[src/rtl/uart_pkg.sv]
// Constants, arbiter state type and width helper shared by the UART transmit-side blocks.
package uart_pkg;

    localparam int D_BIT       = 7;
    localparam int UART_DATA_W = D_BIT + 1;

    typedef enum logic [1:0] {
        IDLE = 2'd0,
        WAIT = 2'd1,
        LOCK = 2'd2
    } arb_state_t;

    function automatic int clog2(input int value);
        int result;
        result = 0;
        for (int r = 0; r < 31; r++) begin
            if ((1 << r) < value) result = r + 1;
        end
        return result;
    endfunction

endpackage

[src/rtl/rr_arbiter.sv]
// Rotating-priority select: first valid requester at or after i_rr_ptr, wrapping at N_REQ.
module rr_arbiter
    import uart_pkg::*;
#(
    parameter int N_REQ = 4
) (
    input  logic [N_REQ-1:0]        i_valid,
    input  logic [clog2(N_REQ)-1:0] i_rr_ptr,
    output logic [clog2(N_REQ)-1:0] o_sel,
    output logic                    o_any
);

    localparam int IDX_W = clog2(N_REQ);

    // Scan from the farthest offset down so the nearest valid requester is the last to write.
    always_comb begin
        // NOTE: every output gets a default first so no path through the loop can infer a latch.
        o_sel = '0;
        o_any = 1'b0;
        for (int k = N_REQ - 1; k >= 0; k--) begin
            if (i_valid[(int'(i_rr_ptr) + k) % N_REQ]) begin
                o_sel = IDX_W'((int'(i_rr_ptr) + k) % N_REQ);
                o_any = 1'b1;
            end
        end
    end

endmodule

[src/rtl/uart_tx_arbiter.sv]
// Shares one UART transmitter among N_REQ byte sources: round-robin per frame, one start
// pulse per byte, frame lock until the last byte, and a watchdog that aborts stuck frames.
module uart_tx_arbiter
    import uart_pkg::*;
#(
    parameter int N_REQ       = 4,
    parameter int DATA_W      = UART_DATA_W,
    parameter int TIMEOUT_CYC = 200000
) (
    input  logic                    clk,
    input  logic                    reset,
    input  logic [N_REQ-1:0]        req_valid,
    input  logic [N_REQ*DATA_W-1:0] req_data,
    input  logic [N_REQ-1:0]        req_last,
    output logic [N_REQ-1:0]        req_ready,
    output logic [DATA_W-1:0]       tx_dato_in,
    output logic                    tx_start,
    input  logic                    tx_done,
    output logic [clog2(N_REQ)-1:0] grant_id,
    output logic                    busy,
    output logic                    timeout_err
);

    localparam int               GID_W    = clog2(N_REQ);
    localparam int               CNT_W    = (TIMEOUT_CYC > 1) ? clog2(TIMEOUT_CYC) : 1;
    localparam logic [CNT_W-1:0] CNT_LAST = CNT_W'((TIMEOUT_CYC > 0) ? TIMEOUT_CYC - 1 : 0);
    localparam logic [GID_W-1:0] GID_MAX  = GID_W'(N_REQ - 1);

    arb_state_t        r_state;
    arb_state_t        w_next;
    logic [GID_W-1:0]  r_rr_ptr;
    logic [GID_W-1:0]  r_grant_id;
    logic [GID_W-1:0]  w_sel;
    logic [GID_W-1:0]  w_xfer_id;
    logic [GID_W-1:0]  w_grant_nxt;
    logic [DATA_W-1:0] r_dato;
    logic [CNT_W-1:0]  r_cnt;
    logic              r_last;
    logic              r_tx_start;
    logic              r_timeout_err;
    logic              w_any;
    logic              w_xfer;
    logic              w_expire;
    logic              w_abort;

    rr_arbiter #(.N_REQ(N_REQ)) u_rr_arbiter (
        .i_valid  (req_valid),
        .i_rr_ptr (r_rr_ptr),
        .o_sel    (w_sel),
        .o_any    (w_any)
    );

    assign w_xfer_id   = (r_state == LOCK) ? r_grant_id : w_sel;
    assign w_xfer      = |(req_valid & req_ready);
    assign w_expire    = (TIMEOUT_CYC != 0) && (r_cnt == CNT_LAST);
    assign w_grant_nxt = (r_grant_id == GID_MAX) ? '0 : r_grant_id + 1'b1;

    always_ff @(posedge clk) begin
        if (reset) r_state <= IDLE;
        else       r_state <= w_next;
    end

    // A completing byte beats watchdog expiry; a transfer in LOCK beats it as well.
    always_comb begin
        w_next  = r_state;
        w_abort = 1'b0;
        unique case (r_state)
            IDLE: if (w_xfer) w_next = WAIT;
            WAIT: begin
                if (tx_done) begin
                    w_next = r_last ? IDLE : LOCK;
                end else if (w_expire) begin
                    w_next  = IDLE;
                    w_abort = 1'b1;
                end
            end
            LOCK: begin
                if (w_xfer) begin
                    w_next = WAIT;
                end else if (w_expire) begin
                    w_next  = IDLE;
                    w_abort = 1'b1;
                end
            end
            default: w_next = IDLE;
        endcase
    end

    always_comb begin
        req_ready = '0;
        busy      = 1'b0;
        unique case (r_state)
            IDLE:    if (w_any) req_ready[w_sel] = 1'b1;
            WAIT:    busy = 1'b1;
            LOCK: begin
                req_ready[r_grant_id] = req_valid[r_grant_id];
                busy                  = 1'b1;
            end
            default: busy = 1'b0;
        endcase
    end

    always_ff @(posedge clk) begin
        if (reset) begin
            r_rr_ptr      <= '0;
            r_grant_id    <= '0;
            r_dato        <= '0;
            r_last        <= 1'b0;
            r_tx_start    <= 1'b0;
            r_timeout_err <= 1'b0;
            r_cnt         <= '0;
        end else begin
            // NOTE: non-blocking assignments so every register here sees pre-edge values.
            r_tx_start    <= w_xfer;
            r_timeout_err <= w_abort;
            if (w_xfer) begin
                r_grant_id <= w_xfer_id;
                r_dato     <= req_data[w_xfer_id*DATA_W +: DATA_W];
                r_last     <= req_last[w_xfer_id];
            end
            if ((r_state == WAIT && tx_done && r_last) || w_abort) r_rr_ptr <= w_grant_nxt;
            if (w_next != r_state)    r_cnt <= '0;
            else if (r_state != IDLE) r_cnt <= r_cnt + 1'b1;
        end
    end

    assign tx_dato_in  = r_dato;
    assign tx_start    = r_tx_start;
    assign grant_id    = r_grant_id;
    assign timeout_err = r_timeout_err;

endmodule
[config.mk]
export PLATFORM = sky130hd
export DESIGN_NAME = uart_tx_arbiter
export DESIGN_NICKNAME = d
export VERILOG_FILES = /design/src/rtl/uart_pkg.sv /design/src/rtl/rr_arbiter.sv /design/src/rtl/uart_tx_arbiter.sv
export SDC_FILE = /design/constraint.sdc
export NUM_CORES = 1
export LEC_CHECK = 0
export CORE_ASPECT_RATIO = 1.1
export CORE_MARGIN = 4
export CORE_UTILIZATION = 25
export CTS_BUF_LIST = sky130_fd_sc_hd__clkbuf_4
export DETAILED_ROUTE_END_ITERATION = 8
export GPL_TIMING_DRIVEN = 0
export SETUP_SLACK_MARGIN = 0.1
export SLEW_MARGIN = 20
export SYNTH_ARGS = -nofsm -noshare
export SYNTH_HDL_FRONTEND = slang
export SYNTH_SLANG_ARGS = --single-unit
export TNS_END_PERCENT = 5
[constraint.sdc]
create_clock -name clk -period 3.05 [get_ports clk]
set_clock_uncertainty 0.1 [all_clocks]
set_input_delay 0.61 -clock clk [delete_from_list [all_inputs] [get_ports clk]]
set_output_delay 0.61 -clock clk [all_outputs]
set_load 0.01 [all_outputs]
==> results of run 1 <==
## through the flow
stage	instance area (sq um)	hold WS, ps	std cells	power, mW	utilization
2_1_floorplan	2540	393	275	0.884	-
3_3_place_gp	3250	370	450	1.09	0.328
3_5_place_dp	3250	373	450	1.10	0.328
4_1_cts	3340	403	460	1.38	0.338
5_1_grt	3360	412	462	1.46	0.340
6_report	3360	395	462	1.36	0.340
## logic make-up after synthesis
| logic type | count (synthesis) |
|---|---|
| buf+inv | 25 |
| flops | 35 |
| compound gates | 79 |
| mux | 14 |
| simple gates | 96 |
| fa+ha+maj | 9 |
| xor+xnor | 17 |
## cells in the final DEF, fill, tap and decap left out, types with 5 or more instances in the layout
master,synthesis,final
ha_1,9,9
clkbuf_4,0,7
nor2_1,13,13
a211oi_1,20,20
buf_6,4,5
dfxtp_1,35,33
a221o_1,9,9
nor3_1,8,7
nand4_1,13,13
nor2b_1,9,8
a211oi_2,10,10
nand2_1,19,19
nand3_1,9,9
inv_1,7,6
clkdlybuf4s50_1,0,51
xnor2_1,8,8
xor2_1,9,9
buf_4,1,5
o31ai_1,11,11
mux2_2,10,10
## layout make-up
| cell class | count | area, sq um |
|---|---|---|
| plain buffers | 18 | 118 |
| multi-input cells | 215 | 1720 |
| clock buffers | 6 | 45.0 |
| well taps | 120 | 150 |
| fillers | 1034 | 6530 |
| inverters | 7 | 26.3 |
| flip-flops and latches | 35 | 703 |
| repair buffers | 59 | 582 |
| clock inverters | 2 | 12.5 |
## flip-flops by register name, indices dropped and copies added (netlist names)
name	cells
grant_id	2
r_cnt	18
r_last	1
r_rr_ptr	2
r_state	2
timeout_err	1
tx_dato_in	8
tx_start	1
## Yosys cell counts (all sizes together)
library cell  count  area share
a311oi            2       0.012
xor2              9       0.031
mux2             10       0.044
o22a              1      0.0034
nand4            14       0.040
a32o              2      0.0079
mux2i             4       0.016
clkbuf            6      0.0093
o21ba             1      0.0039
nand3            10       0.022
nor3b             1      0.0049
a311o             1      0.0039
a21boi            4       0.016
and3b             1      0.0034
a211oi           30        0.11
nor2             13       0.019
o31ai            12       0.041
ha                9       0.044
inv               7       0.010
or4               1      0.0030
a221o             9       0.035
buf              12       0.033
a21oi             4      0.0093
and2              4      0.0098
nor2b             9       0.022
nor4              2      0.0049
o22ai             2       0.010
nand4bb           1      0.0044
o32a              1      0.0044
xnor2             8       0.028
nor3             10       0.026
nand4b            1      0.0034
o21a              1      0.0030
nand2b            4      0.0098
a31oi             2      0.0049
dfxtp            35        0.28
and4              1      0.0039
o21ai             3      0.0074
a22oi             2      0.0059
nand2            19       0.028
and3              4      0.0098
o41ai             2       0.014
nor4b             1      0.0034
## power groups by stage
stage	clock network [mW]	logic, mW	registers [mW]
4_1_cts	0.290	0.560	0.534
3_5_place_dp	0	0.554	0.543
2_1_floorplan	0	0.337	0.547
5_1_grt	0.309	0.610	0.541
6_report	0.272	0.556	0.534
3_3_place_gp	0	0.548	0.543
## worst reg2reg max path: cells and delay by family (launching register included)
family / cells / cell delay [ps]
flip-flops: 1 / 560
AO/OA/AOI/OAI: 4 / 900
buffers and inverters: 2 / 510
AND/OR/NAND/NOR: 1 / 190
adder cells (fa/ha/maj): 1 / 240
## repair_timing
| action | in CTS | in global routing |
|---|---|---|
| hold buffers | 0 | 0 |
| resized for setup | 13 | 3 |
| endpoints found under the hold margin | 0 | 0 |
| setup buffers | 2 | 2 |
| endpoints found under the setup margin | 4 | 2 |
| pin swaps | 1 | 1 |
## per-layer routing
layer  vias up  wire (microns)
li1       1187               -
met1      1109            3120
met2        55            3360
met3        15             276
met4         0             119
met5         -               0
## worst min path at each step
stage	startpoint	to	slack, ps	cells past startpoint
floorplan	r_rr_ptr[1]	r_rr_ptr[1]	390	2
global placement	tx_dato_in[7]	tx_dato_in[7]	370	1
detailed placement	tx_dato_in[2]	tx_dato_in[2]	370	1
CTS	tx_dato_in[0]	tx_dato_in[0]	400	1
global route	tx_dato_in[1]	tx_dato_in[1]	410	1
finish	tx_dato_in[3]	tx_dato_in[3]	390	1
==> summary.md, run 1 <==
| Metric | Value |
|---|---|
| Slew HR | `0.558` |
| R2R cell count | `8` |
| Via Count | `2366` |
| Port Buffer Count | `55` |
| Critical Path AT | `roughly 2200 ps` |
| Tmin final | `a little under 3000 ps` |
| Ys Warns | `0` |
| Worst Max-Slew Pin Slew | `around 660 ps` |
| Crit-path slowest cell | `clkdlybuf4s50_1` |
| Row cnt | `38` |
| PwrDens | `between 400 and 500 nW/um^2` |
| Die Y | `about 110 microns` |
| Initial DRT Pass Iterations | `4` |
| CP Launch Point | `req_valid[0]` |
| Met3 GRT Util | `0.0226` |
| Fmax | `0.343 GHz` |
| Synth Area in XOR/XNOR | `0.0585` |
| Worst vdd ir | `~0.18 mV` |
| Combinational share of power | `0.408` |
| CP Cell Sequence | `clkdlybuf4s15_2, nor2b_2, o21ba_2, nor3_4, a32o_1, clkdlybuf4s50_1` |
| WL final | `between 6000 and 7000 microns` |
| Crit-path leading delay family | `buffers and inverters` |
| FF-to-FF Start | `grant_id[0]` |
| Critical Path Source Type | `primary input` |
| RSZ-0062 raised after global routing | `true` |
| Starting DRT DRC Count | `between 100 and 150` |
| Synth Register Bits | `35` |
| Post-Syn Area | `~2500 sq um` |
| Clk sinks | `35` |
| Top Usage Layer GRT | `met2` |
| Outcome | `completed` |
| Initial antenna violation count | `0` |
| Routed Antenna Nets | `0` |
| GRT overflow | `0` |
| Gp weighted congestion | `~0.8` |
| Worst-path maximum fanout | `6` |
| DP HPWL | `5280 microns` |
| Maximum buffer depth of the clock tree | `2` |
| CTS tree | `built` |
| Total track usage | `0.118` |
| Post-synthesis adder-cell area fraction | `0.0442` |
| Nets | `~400` |
| Last element of the critical path | `req_ready[1]` |
| Via/cell ratio | `5.12` |
| Syn Nets | `327` |
| CTS H-tree depth | `2` |
| Vias in the first global route | `between 2000 and 2500` |
| Part of the cycle the worst path needs | `0.957` |
| CP Buf/Inv Count | `2` |
| Final Setup Violations | `0` |
| ANT cells | `0` |
| Area growth, synth to finish | `32.1%` |
| Met1 GRT Util | `0.149` |
| First-pass GRT wire length | `about 12000 microns` |
| Initial Util | `0.257` |
| Reg-to-reg critical path endpoint | `tx_dato_in[3]` |
| Synth unique cells | `59` |
| Mapped Avg Cell Area | `between 9 and 10 sq um` |
| Leakage power | `1.14 nW` |
| Die area | `11900 sq um` |
| Max-Cap Viols | `0` |
| Post-synthesis sequential area ratio | `0.275` |
| Cell internal pwr | `approximately 0.86 mW` |
| Sw power | `~0.5 mW` |
| Simple-gate share of the synthesized area | `0.218` |
| Drc violations | `0` |
| Largest family of logic cells by synthesized area | `compound AO/OA/AOI/OAI gates` |
| Clock power share | `0.200` |
| Fin worst setup slack | `~130 ps` |
| Core area | `9890 sq um` |
| Hold WC Path Type | `reg -> reg` |
| Dpl ws | `-387 ps` |
| Reg2Reg Setup Slack | `roughly 420 ps` |
| Syn Inst Count | `between 200 and 300` |
| Worst-Skew Late Latency | `340 ps` |
| # IOs | `60` |
| Clock root buffer | `clkbuf_4` |
| Part of the power in registers | `0.392` |
| CTS buffer count | `5` |
| Setup TNS Final | `0 ps` |
| Sw frac | `0.368` |
| Largest net degree at the start of global routing | `12` |
| Mux cell area share after synthesis | `0.0600` |
| Die W | `between 100 and 150 microns` |
| CP Data Required Time | `around 2300 ps` |
| Fin. max-slew vios | `0` |
| Layout cells sized above 1 | `0.190` |
| Critical Path Max Stage Delay | `~540 ps` |
| Wirelength per Cell | `approximately 15 microns` |
| Clock transition at the registers of the reported paths | `110 ps` |
| Levels on crit path | `6` |
| Critical path class | `in -> out` |
| Compound-Gate Fraction of Synth Area | `0.291` |
| Met2 Use GR | `0.205` |
| Worst setup EP type | `output pin` |
| Hold Violations, Final | `0` |
Power figures use the tool's default switching activity.
==> run 2: changes to the inputs <==
clock period = 2.65 ns   (was 3.05 ns; I/O delays follow)
==> run 2 against run 1 <==
Compared with the run above:
- critical path depth is the same
- register-to-register slack lost 200 ps
- die area is the same
- setup slack lost 0.83 ps
- largest cell class unchanged
- first-iteration DRC count shrank 16%
==> summary.md, run 2 (synthesized netlist as in run 1, its figures left out) <==
| Metric | Value |
|---|---|
| Outcome | `completed` |
| Worst Max-Slew Pin Slew | `670 ps (+7.06 ps)` |
| Initial Util | `0.257 (unchanged)` |
| # IOs | `60 (unchanged)` |
| Area growth, synth to finish | `34.3%` |
| Worst-Skew Late Latency | `340 ps (about the same)` |
| Slew HR | `0.553 (-0.00471)` |
| Starting DRT DRC Count | `98 (-16%)` |
| GRT overflow | `0 (unchanged)` |
| Most frequent cells in the layout | `clkdlybuf4s50_1 (50), dfxtp_1 (30), a211oi_1 (20)` |
| Biggest register | `r_cnt` |
| Hold Violations, Final | `0 (unchanged)` |
| RSZ-0062 raised after global routing | `true` |
| Via/cell ratio | `5.10 (-0.32%)` |
| Final Setup Violations | `0 (unchanged)` |
| Fmax | `0.397 GHz` |
| Die Y | `114 microns (unchanged)` |
| Worst hold slack | `393 ps (-1.57 ps)` |
| Commonest non-fill, non-tap cell in the layout | `clkdlybuf4s50_1` |
| Clock root buffer | `clkbuf_4` |
| Routed Antenna Nets | `0 (unchanged)` |
| Nets | `399 (+1.5%)` |
| Critical path class | `in -> out` |
| CTS H-tree depth | `2 (unchanged)` |
| Layout cells sized above 1 | `0.230 (+0.0398)` |
| Drc violations | `0 (unchanged)` |
| Worst-path maximum fanout | `6 (unchanged)` |
| Dpl ws | `-627 ps (-240 ps)` |
| Max-Cap Viols | `0 (unchanged)` |
| Die W | `104 microns (unchanged)` |
| DP HPWL | `5280 microns (unchanged)` |
| Core area | `9890 sq um (unchanged)` |
| Fin worst setup slack | `131 ps (-0.831 ps)` |
| WL final | `6920 microns (+0.73%)` |
| Leakage power | `1.16 nW (+2.4%)` |
| Worst setup EP type | `output pin` |
| Via Count | `2389 (+0.97%)` |
| Part of the cycle the worst path needs | `0.951` |
| Initial antenna violation count | `0 (unchanged)` |
| Vias in the first global route | `2452 (+0.41%)` |
| Setup TNS Final | `0 ps (unchanged)` |
| Maximum buffer depth of the clock tree | `2 (unchanged)` |
| Wirelength per Cell | `14.8 microns (-0.56%)` |
| Worst vdd ir | `0.206 mV (+16%)` |
| Row cnt | `38 (unchanged)` |
| Reg2Reg Setup Slack | `220 ps (-200 ps)` |
| CTS tree | `built` |
| Largest net degree at the start of global routing | `12 (unchanged)` |
| Total Power | `1.59 mW (+17%)` |
| Area post-placement | `3250 sq um (unchanged)` |
| ANT cells | `0 (unchanged)` |
| Critical Path Source Type | `primary input` |
| CP Data Required Time | `2020 ps (-320 ps)` |
| Port Buffer Count | `55 (unchanged)` |
| Total track usage | `0.118 (+0.000240)` |
| Tmin final | `roughly 2500 ps` |
| Hold_buf cts | `0 (unchanged)` |
| Gp weighted congestion | `0.801 (unchanged)` |
| Hold WC Path Type | `reg -> reg` |
| PwrDens | `466 nW/um^2 (+15%)` |
| Max FFs per register | `18 (unchanged)` |
| Die area | `11900 sq um (unchanged)` |
| Clock transition at the registers of the reported paths | `110 ps (about the same)` |
| Fin. max-slew vios | `0 (unchanged)` |
| Critical Path AT | `1890 ps (-320 ps)` |
| CTS buffer count | `5 (unchanged)` |
| Finished Cell Area | `3420 sq um (+1.7%)` |
| Initial DRT Pass Iterations | `4 (unchanged)` |
| First-pass GRT wire length | `11700 microns (+0.23%)` |
| Clk sinks | `35 (unchanged)` |
run 2: cell count changes in the layout (fill, tap and decap cells not counted), moves of 2 or more:
cell / previous run / this run
dfxtp_4: 0 / 2
dfxtp_1: 33 / 30
clkbuf_2: 1 / 3
buf_2: 3 / 5
clkbuf_1: 4 / 2
buf_4: 5 / 11
run 2: worst paths after layout:
path,from,endpoint,depth (start not counted)
min reg2reg,tx_dato_in[3],tx_dato_in[3],1
max reg2reg,r_state[0],tx_dato_in[3],8
max,req_valid[0],req_ready[3],6
min,tx_dato_in[3],tx_dato_in[3],1
run 2: metal layers:
metal / wire [microns] / vias up / GRT usage
met5: 0 / - / 0
met4: 140 / 0 / 0.0328
met3: 290 / 13 / 0.0226
met2: 3380 / 58 / 0.205
met1: 3110 / 1113 / 0.149
li1: - / 1205 / -
run 2: per-stage QoR:
step                      instances  utilization
after floorplan                 275            -
after detailed placement        450        0.328
after global placement          450        0.328
final                           468        0.346
after CTS                       461        0.339
after global routing            468        0.346
run 2: power breakdown:
part           total (mW)  internal [mW]  switching [mW]
combinational       0.664          0.325           0.338
clock               0.311          0.113           0.198
sequential          0.616          0.572          0.0442
run 2: critical path, cell delays in order:
cell and delay, ps:
clkdlybuf4s15_2 270, nand3_2 120, and3_1 210, o22a_1 220, a32o_1 260, dlygate4sd2_1 280
run 2: final cells by class:
cell class,count,area [sq um]
multi-input cells,215,1740
repair buffers,65,614
flip-flops and latches,35,712
inverters,7,26.3
plain buffers,18,120
fillers,1028,6470
clock buffers,6,45.0
well taps,120,150
clock inverters,2,12.5
run 2: timing repair:
item / 4_1_cts / 5_1_grt
pin swaps: 1 / 3
gates resized for setup: 19 / 17
endpoints found under the setup margin: 32 / 32
buffers inserted: 3 / 7
==> run 3: changes to the inputs <==
CTS_BUF_LIST = sky130_fd_sc_hd__clkbuf_2 sky130_fd_sc_hd__clkbuf_4 sky130_fd_sc_hd__clkbuf_8   (was sky130_fd_sc_hd__clkbuf_4)
SYNTH_HIERARCHICAL = 1   (was default)
==> run 3 against run 2 <==
Compared with the run above:
- hold slack gained 3.6 ps
- non-clock buffer count decreased by 4
- total power fell by 2.9%
- critical path depth rose by 2
- synthesized area is 11% lower
- design area shrank 7.5%
- utilization increased by 1.2 points
- routed wire length fell by 8.1%
- global-route usage is 0.55 points higher
- via count is 7.2% lower
- sequential power down 3%
- final cell count decreased by 0.64%
- largest cell class unchanged
==> summary.md, run 3 <==
| Metric | Value |
|---|---|
| Hold Violations, Final | `0 (unchanged)` |
| Fin. max-slew vios | `0 (unchanged)` |
| ANT cells | `0 (unchanged)` |
| Starting DRT DRC Count | `109 (+11%)` |
| Number of synthesized flops with an enable pin | `0 (unchanged)` |
| Clock transition at the registers of the reported paths | `80 ps (-30 ps)` |
| Critical Path Source Type | `flip-flop` |
| Top cell type's share of synthesized area | `0.310 (+0.0348)` |
| Die Y | `108 microns (-5.4%)` |
| Initial Util | `0.256 (-0.00139)` |
| Nets | `402 (+0.75%)` |
| First-pass GRT wire length | `10800 microns (-8.3%)` |
| Synth Flop Type | `dfxtp_1` |
| Simple-gate share of the synthesized area | `0.290 (+0.0713)` |
| Core area | `8830 sq um (-11%)` |
| Post-Syn Area | `2260 sq um (-11%)` |
| Worst-path maximum fanout | `9 (+3)` |
| Clk sinks | `35 (unchanged)` |
| Critical path class | `reg -> out` |
| Critical Path AT | `1830 ps (-60 ps)` |
| Most frequent cells in the layout | `clkdlybuf4s50_1 (51), nor2_1 (37), dfxtp_1 (33)` |
| Outcome | `completed` |
| CTS buffer count | `5 (unchanged)` |
| Syn Nets | `329 (+0.61%)` |
| Post-synthesis sequential area ratio | `0.310 (+0.0348)` |
| Leakage power | `1.15 nW (-1.1%)` |
| Filler cells | `969 (-5.7%)` |
| Mux cell area share after synthesis | `0.0410 (-0.0190)` |
| Synth unique cells | `47 (-20%)` |
| Total Power | `1.54 mW (-2.9%)` |
| Largest cells by area after synthesis | `dfxtp_1 (31%), nor2_1 (6.3%), ha_1 (5.0%), nand2_1 (5.0%), xor2_1 (4.7%)` |
| WL final | `6360 microns (-8.1%)` |
| Max FFs per register | `18 (unchanged)` |
| Area growth, synth to finish | `39.8%` |
| Compound-Gate Fraction of Synth Area | `0.191 (-0.100)` |
| Max-Cap Viols | `0 (unchanged)` |
| Gp weighted congestion | `0.843 (+5.2%)` |
| Multi-input logic area | `1480 sq um (-15%)` |
| Vias in the first global route | `2196 (-10%)` |
| Die W | `98.6 microns (-5.3%)` |
| GRT overflow | `0 (unchanged)` |
| Final Setup Violations | `0 (unchanged)` |
| Die area | `10600 sq um (-10%)` |
| Area post-placement | `2990 sq um (-7.8%)` |
| Routed Antenna Nets | `0 (unchanged)` |
| Via/cell ratio | `4.77 (-6.6%)` |
| Wirelength per Cell | `13.7 microns (-7.5%)` |
| Worst vdd ir | `0.224 mV (+8.9%)` |
| Dpl ws | `-595 ps (+32.0 ps)` |
| Worst-Skew Late Latency | `290 ps (-50 ps)` |
| Drc violations | `0 (unchanged)` |
| Worst Max-Slew Pin Slew | `600 ps (-69.7 ps)` |
| Ys Warns | `6 (+6)` |
| PwrDens | `489 nW/um^2 (+5.0%)` |
| Port Buffer Count | `59 (+7.3%)` |
| Synth Area in XOR/XNOR | `0.0659 (+0.00739)` |
| Initial antenna violation count | `0 (unchanged)` |
| RSZ-0062 raised after global routing | `true` |
| DP HPWL | `4840 microns (-8.3%)` |
| Total track usage | `0.123 (+0.00555)` |
| Post-synthesis adder-cell area fraction | `0.0498 (+0.00559)` |
| Biggest register | `r_cnt` |
| Initial DRT Pass Iterations | `4 (unchanged)` |
| Commonest non-fill, non-tap cell in the layout | `clkdlybuf4s50_1` |
| Tmin final | `2460 ps (-58.5 ps)` |
| Synth top cells by count | `nor2_1 (38), dfxtp_1 (35), nand2_1 (30)` |
| Dpl cells | `450 (unchanged)` |
| Largest net degree at the start of global routing | `14 (+2)` |
| # IOs | `60 (unchanged)` |
| Leading area contributor after synthesis | `dfxtp_1` |
| Syn Inst Count | `277 (+0.73%)` |
| Fin cells | `465 (-0.64%)` |
| Clock root buffer | `clkbuf_8` |
| Worst setup EP type | `output pin` |
| Slew HR | `0.592 (+0.0385)` |
| Mapped Avg Cell Area | `8.16 sq um (-12%)` |
| Maximum buffer depth of the clock tree | `2 (unchanged)` |
| Fin worst setup slack | `189 ps (+58.5 ps)` |
| Synth Register Bits | `35 (unchanged)` |
| Fmax | `0.406 GHz (+2.4%)` |
| Reg area | `703 sq um (-1.2%)` |
| CTS tree | `built` |
| CTS H-tree depth | `2 (unchanged)` |
| Row cnt | `36 (-5.3%)` |
| Via Count | `2216 (-7.2%)` |
| Finished Cell Area | `3160 sq um (-7.5%)` |
| Largest family of logic cells by synthesized area | `simple AND/OR/NAND/NOR gates` |
| Post-synth ARST share | `0 (unchanged)` |
| Part of the cycle the worst path needs | `0.929 (-0.0221)` |
| Setup TNS Final | `0 ps (unchanged)` |
| CP Data Required Time | `2020 ps (about the same)` |
| Hold WC Path Type | `reg -> reg` |
| Layout cells sized above 1 | `0.142 (-0.0874)` |
| Top-count cell post-synth | `nor2_1` |
-- run 3: report_power, final --
part / internal (mW) / switching (mW)
Combinational: 0.264 / 0.277
Sequential: 0.563 / 0.0345
Clock: 0.188 / 0.219
-- run 3: cells by family after synthesis --
family | Yosys count
xor+xnor | 17
fa+ha+maj | 9
buf+inv | 23
mux | 8
simple gates | 126
compound gates | 59
flops | 35
-- run 3: critical path, stage by stage, from the launching register on --
cell and delay (ps):
dfxtp_1 410, ha_1 190, buf_6 150, nand2b_1 100, o22ai_4 190, buf_4 160, nand2_1 50, o21ai_1 60
clkdlybuf4s15_2 230
-- run 3: path summary, 6_finish.rpt --
path	startpoint	end	slack, ps	depth (start not counted)
min	tx_dato_in[6]	tx_dato_in[6]	400	2
min reg2reg	tx_dato_in[6]	tx_dato_in[6]	400	2
max reg2reg	r_rr_ptr[0]	r_cnt[10]	270	12
max	r_state[1]	req_ready[1]	190	8
-- run 3: layout make-up --
type	instances	area share
inverter	10	0.0119
clock buffer	5	0.0218
tap	114	0.0451
timing repair buffer	66	0.195
sequential	35	0.223
clock inverter	3	0.00752
multi-input combinational	219	0.467
buffer	13	0.0289
-- run 3: routing by layer --
layer | routed length (microns) | track usage | vias to the layer above
li1 | - | - | 1127
met1 | 2820 | 0.150 | 1043
met2 | 3220 | 0.221 | 41
met3 | 252 | 0.0259 | 5
met4 | 66 | 0.0293 | 0
met5 | 0 | 0 | -
-- run 3: repair_timing --
action                                  4_1_cts  5_1_grt
pin swaps                                     3        4
resized for setup                            23       16
hold buffers                                  0        0
endpoints found under the setup margin       39       39
setup buffers                                 3        4
-- run 3: metrics by stage --
step,hold WS (ps),util
floorplan,362,-
global placement,370,0.339
detailed placement,380,0.339
CTS,398,0.356
global route,437,0.358
finish,397,0.358
